$ cat src/rtl/mealy_10011_overlap.sv
// Serial 1-0-0-1-1 detector: overlapping Mealy FSM with a combinational detect flag
// and a saturating match counter.
module mealy_10011_overlap #(
  parameter int unsigned CNT_WIDTH = 8
) (
  input  logic                 clk,
  input  logic                 reset,
  input  logic                 x,
  output logic                 z,
  output logic [CNT_WIDTH-1:0] match_count
);

  // States are named by the matched prefix of the pattern.
  typedef enum logic [2:0] {
    S0 = 3'd0,
    S1 = 3'd1,
    S2 = 3'd2,
    S3 = 3'd3,
    S4 = 3'd4
  } state_e;

  state_e               state_q, state_d;
  logic [CNT_WIDTH-1:0] count_q, count_d;

  always_ff @(posedge clk or negedge reset) begin
    if (!reset) begin
      state_q <= S0;
      count_q <= '0;
    end else begin
      state_q <= state_d;
      count_q <= count_d;
    end
  end

  always_comb begin
    state_d = S0;
    z       = 1'b0;
    case (state_q)
      S0: state_d = x ? S1 : S0;
      S1: state_d = x ? S1 : S2;
      S2: state_d = x ? S1 : S3;
      S3: state_d = x ? S4 : S0;
      S4: begin
        // A completed match reuses its trailing '1'; a '0' keeps the "10" suffix.
        state_d = x ? S1 : S2;
        z       = x;
      end
      default: state_d = S0;
    endcase
  end

  always_comb begin
    count_d = count_q;
    if (z && (count_q != {CNT_WIDTH{1'b1}})) begin
      count_d = count_q + CNT_WIDTH'(1);
    end
  end

  assign match_count = count_q;

endmodule

$ cat config.mk
export PLATFORM = sky130hd
export DESIGN_NAME = mealy_10011_overlap
export DESIGN_NICKNAME = d
export VERILOG_FILES = /design/src/rtl/mealy_10011_overlap.sv
export SDC_FILE = /design/constraint.sdc
export NUM_CORES = 1
export LEC_CHECK = 0
export CAP_MARGIN = 20
export CELL_PAD_IN_SITES_DETAIL_PLACEMENT = 0
export CELL_PAD_IN_SITES_GLOBAL_PLACEMENT = 2
export CORE_UTILIZATION = 32
export CTS_CLUSTER_SIZE = 10
export DETAILED_ROUTE_END_ITERATION = 10
export HOLD_SLACK_MARGIN = 0.15
export PLACE_DENSITY = 0.89
export SYNTH_ARGS = -nofsm -noshare
export SYNTH_HDL_FRONTEND = slang
export SYNTH_SLANG_ARGS = --single-unit
$ cat constraint.sdc
create_clock -name clk -period 3.22 [get_ports clk]
set_clock_uncertainty 0.2 [all_clocks]
set_input_delay 0.805 -clock clk [delete_from_list [all_inputs] [get_ports clk]]
set_output_delay 0.805 -clock clk [all_outputs]
set_load 0.1 [all_outputs]
# == Word-level counts from Yosys, hierarchy flattened ==
# Index checks and enable logic that the tools add are counted.
# classes
reduce_logical,3
eq_ne,5
mux,6
addsub,1
# ops
op,n
$pmux W3 S4,1
$add A8 B1 Y8 const B,1
$ne A8 B8 Y1 const B,1
$eq A3 B2 Y1 const B,2
$mux W2,2
$eq A3 B1 Y1 const B,1
$eq A3 B3 Y1 const B,1
$logic_not A3 Y1,1
$mux W3,1
$mux W1,2
$reduce_or A2 Y1,1
$logic_and A1 B1 Y1,1
# word_totals
out_inout_bits,9
elab_cells,17
register_bits,11
in_bits,3

# == Longest topological paths before layout ==
# depth
ltp_word,3
ltp_mapped,4
ltp_nobuf,4

# == Least setup slack after synthesis ==
# Ideal clock, no wire load.
# synth_path
kind,register -> register
startpoint,"reg count_q[0], in the netlist match_count[0]"
endpoint,"reg count_q[1], in the netlist match_count[1]"
setup_time_ns,0.126
t_arrival_ns,2.032
path_stages_with_launch,5
path_buffers,0
required_time_ns,2.894
path_slack_ns,0.862
cell_sequence,dfrtp_1 > ha_1 > nand4_1 > o21ai_2 > mux2_2
# synth_via
elab_chain_len,2
word_cells_on_any_way,3
cone_classes,add/sub (1); eq/ne (1); reduce/logical (1)
# synth_lines
element,line_no,rtl
start: declaration,23,"logic [CNT_WIDTH-1:0] count_q, count_d;"
start signal: assignment,31,count_q <= count_d;
"parallel branches: the longest is 2 deep, another holds $add A8 B1 Y8",--,
# Several ways; the timed one is not identified.
# A chain may end at the register's enable or synchronous reset.

# == Worst setup path in the final report ==
# layout_path
startpoint,in x
endpoint,out z
# layout_via
elab_chain_len,1
# layout_lines
element,line_no,rtl
start: declaration,8,"input logic x,"
$mux W1,38,case (state_q)
end: declaration,9,"output logic z,"
# No other way between the ends.

==> impl_results.md <==
- Status: finished clean
- Pin count of the biggest net entering global routing: 12
- Die H: 43.9 µm
- Slew @ Worst Pin: 0.509 ns
- Antenna viol nets, final: 0
- Crit path launch type: primary input
- Critical Path, Cell by Cell: clkdlybuf4s50_1 > nand4bb_4 > inv_2 > buf_12
- Yosys reg bits: 11
- Setup Viol. Count Final: 0
- Worst Setup End Kind: output port
- Total Nets Final: 71
- Synth warn: 0
- 1st-pass router iterations: 5
- CTS Buf Count: 3
- Vias/cell: 5.05
- Max FO, Critical Path: 5
- Chip width: 43.9 µm
- First-pass GRT wire length: 1860 µm
- Slew margin rel.: 66.0%
- FF-to-FF End: match_count[1]
- CTS Hold Bufs: 0
- Peak VDD IR: 0.434 mV
- Layout cells sized above 1: 30.3%
- Clock power frac: 21.9%
- Avg Inst Size Synth: 11.0 µm²
- Worst Hold Class: reg2reg
- DR vias: 414
- Row cnt: 14
- R2R depth: 4
- WP data arrival: 1.90 ns
- PD cells: 604 nW/µm²
- Root Buffer: clkbuf_4
- Total Power: 429 µW
- # IOs: 12
- Routed wl met2: 481 µm
- Final Util: 45.0%
- Share of the synthesized area in the top cell type: 49.0%
- P_leak: 0.308 nW
- Min-delay src: match_count[0]
- Vias in the first global route: 404
- Initial Utilization: 35.6%
- CTS tree: yes
- Max-Cap Viols: 0
- Post-CTS setup buffers: 0
- Post-route setup TNS: 0 ns
- Sequential power share: 43.5%
- Worst-Skew Late Latency: 0.27 ns
- Drt wl/cell: 13.4 µm
- Setup Crit Path Kind: in2out
- Met3 wire length: 57 µm
- # DRC: 0
- Post-Route WL: 1100 µm
- R2r startpoint: match_count[0]
- Critical path's largest stage delay: 0.58 ns
- R2R setup slack: 1.41 ns
- Cell Area, Synth: 562 µm²
- Initial antenna violation count: 0
- H-tree depth: 1
- RD Place Congestion: 0.757
- Int Pwr: 255 µW
- Post-synth cell types: 24
- Port bufs: 11
- Synthesized instance count: 51
- CP max-delay cell: clkdlybuf4s50_1
- Clk sinks: 11
- Fin. Hold Viols: 0
- Max layer used: met3
- Comb pwr share: 34.6%
- Initial DRC count: 8
- CP required: 2.21 ns
- Diode count: 0
- Multi-input gate area in the final layout: 275 µm²
- Area Growth Syn to Fin: 26.3%
- Sw Share: 40.4%
- Ratio of final minimum period to clock period: 90.2%
- DP HPWL: 807 µm
- M1 WL: 562 µm
- Hold endpoint: match_count[0]
- Register area: 275 µm²
- Post-Place Cells: 78
- Mapped Nets: 55
- Total congestion overflow: 0
- Core Region: 1580 µm²
- Worst hold path depth: 1
- Full die area: 1930 µm²
- Final Non-Filler Cells: 82
- RSZ-0062 raised after global routing: false
- Filler cells: 156
- Area leader, netlist: dfrtp_1
- Slew Limit Fails: 0
- Psw: 173 µW
- CTS clk-pin slew, worst paths: 0.07 ns
- GRT Util Overall: 13.9%
- PostCTS Resize Cnt: 0
- WHS: 0.355 ns
- Clock buffer depth: 2
- Synth area leaders: dfrtp_1 (49%), mux2_2 (6.0%), nand4bb_4 (4.9%)
- Register area share after synthesis: 49.0%
- Fmax: 344 MHz
- Post-layout min period: 2.90 ns
synthesized netlist by cell type:
cell       number
nor2_1          4
nand2_1         6
o211ai_1        1
o21a_1          1
nand3b_1        1
ha_1            1
inv_2           1
o2111ai_1       1
mux2_1          1
mux2_2          3
nor3_1          2
xnor2_1         3
nor4_2          1
mux2i_1         1
nand3_1         2
and3_1          1
o22a_1          1
nand4bb_4       1
o21ai_2         1
o21ai_0         2
dfrtp_1        11
nand4_1         2
inv_1           2
nand2b_1        1
power groups by stage:
| stage | registers (mW) | clock network (mW) | logic (mW) |
|---|---|---|---|
| after detailed placement | 0.190 | 0 | 0.150 |
| after global placement | 0.189 | 0 | 0.149 |
| final | 0.187 | 0.0937 | 0.148 |
| after floorplan | 0.250 | 0 | 0.0534 |
| after CTS | 0.187 | 0.0988 | 0.150 |
| after global routing | 0.192 | 0.105 | 0.161 |
per-stage QoR:
stage	setup slack (ns)	area (µm²)
after floorplan	0.862	562
after global placement	0.334	682
after detailed placement	0.316	682
after CTS	0.303	709
after global routing	0.265	709
final	0.317	709
how the worst max path moves through the flow:
stage	from	slack, ns	end
floorplan	match_count[0]	0.86	match_count[1]
CTS	x	0.30	z
detailed placement	x	0.32	z
global route	x	0.27	z
global placement	x	0.33	z
finish	x	0.32	z
registers in the layout, indices dropped and copies added (netlist names):
register and count:
match_count 8, state_q 3
cells by family after synthesis:
group                      synth area share (%)
xor gates and xnor gates                   4.68
and+or+nand+nor                            23.2
muxes                                      9.80
DFF                                        49.0
adders and majority gates                  2.23
buffers and inverters                      2.00
AOI/OAI and AO/OA                          9.13
layer usage:
layer / track usage [%] / vias to the layer above
met1: 19.1 / 193
met2: 19.1 / 8
li1: - / 213
met4: 5.45 / 0
met3: 6.25 / 0
met5: 0 / -
cell type report:
cell class | count | share of cell area (%)
inverter | 3 | 1.59
clock buffer | 3 | 3.17
multi-input combinational | 37 | 38.8
timing repair buffer | 11 | 14.1
sequential | 11 | 38.8
clock inverter | 1 | 0.705
tap | 16 | 2.82
critical path, delay by kind of cell:
family | cells | cell delay [ns]
buffers and inverters | 3 | 0.91
and+or+nand+nor | 1 | 0.18
cells in the final DEF, fill, tap and decap left out, drive strengths merged:
master          n
and3            1
buf             9
clkbuf          3
clkdlybuf4s50   2
clkinv          1
dfrtp          11
ha              1
inv             3
mux2            4
mux2i           1
nand2           6
nand2b          1
nand3           2
nand3b          1
nand4           2
nand4bb         1
nor2            4
nor3            2
nor4            1
o2111ai         1
o211ai          1
o21a            1
o21ai           3
o22a            1
xnor2           3
(Power assumes the default switching activity.)
==> RTL edit: new RTL, same settings <==
Change the parameter `CNT_WIDTH` from 8 to 10.
--- a/src/rtl/mealy_10011_overlap.sv
+++ b/src/rtl/mealy_10011_overlap.sv
@@ -3,3 +3,3 @@
 module mealy_10011_overlap #(
-  parameter int unsigned CNT_WIDTH = 8
+  parameter int unsigned CNT_WIDTH = 10
 ) (
Interface: changed (resized match_count); port bits go from 12 to 14. The function was not compared with the original's and may differ.
==> RTL edit against the unedited design <==
Sequential power increased by 11%. Largest power group unchanged. Routed wire length up 9.2%. Core utilization shrank 2.1 points. Sequential cell count grew 2. Power is 5.7% higher. Final area is 19% higher. Area after synthesis is 18% higher. Setup slack worse by 0.036 ns.
==> RTL edit: results (changes against the unedited design) <==
| Metric | Value |
|---|---|
| Maximum VDD drop | 0.567 mV (+31%) |
| Period utilization | 0.913 (+0.0113) |
| Place WS | 0.269 ns (-0.0472 ns) |
| Post-Route WL | 1200 um (+9.2%) |
| Flop2flop setup slack | 1.35 ns (-0.06 ns) |
| Distinct cell type count after synthesis | 27 (+13%) |
| Destination of the worst hold path | match_count[7] |
| Clock power share | 0.227 (+0.008) |
| DRT iter0 DRCs | 2 (-6) |
| Placed Cells | 101 (+29%) |
| Comb. pwr | 0.000142 W (-4%) |
| Largest stage delay, worst path | 0.51 ns (-0.07 ns) |
| Sequential share of the synthesized area | 0.489 (-0.00126) |
| Reg2Reg Launch Point | match_count[5] |
| Fin nets | 83 (+17%) |
| Mapped Nets | 65 (+18%) |
| Vias | 502 (+21%) |
| LEAKAGE | 0.406 nW (+32%) |
| Status | finished clean |
| Hold Slack | 0.320 ns (-0.0354 ns) |
| Commonest cells in the netlist | 13 x dfrtp_1, 5 x nand2_1, 5 x nor2_1 |
| Mapped Cells | 61 (+20%) |
| Avg Vias per Cell | 4.78 (-5.3%) |
| IO Port Bufs | 13 (+2) |
| Hold path startpoint | match_count[7] |
| Max Fanout on Critical Path | 7 (+2) |
| Vias in the first global route | 417 (+3.2%) |
RTL edit: logic make-up after synthesis:
kind of cell / count (synthesis) / synth area share
AND/OR/NAND/NOR: 28 / 0.295
flip-flops: 13 / 0.489
AO/OA/AOI/OAI: 9 / 0.0789
XOR/XNOR: 6 / 0.0789
buffers and inverters: 3 / 0.0226
multiplexers: 1 / 0.0169
adder cells (fa/ha/maj): 1 / 0.0188
RTL edit: final cells by class:
class	count	area (sq um)
tap	27	33.8
fill	214	1120
timing repair buffer	14	123
multi-input combinational	45	325
clock buffer	4	26.3
inverter	2	7.51
sequential	13	325
RTL edit: metal layers:
metal	GRT usage	vias up	part of all wire
met5	0	-	0
met2	0.205	12	0.48
met4	0.0500	0	0.0083
met1	0.159	243	0.45
li1	-	245	-
met3	0.0566	2	0.060
RTL edit: worst register-to-register path, cell delays in order, from the launching register on:
cell     delay, ns
dfrtp_1       0.44
nand4_2       0.17
or3_4         0.41
o21ai_2       0.21
mux2_1        0.33
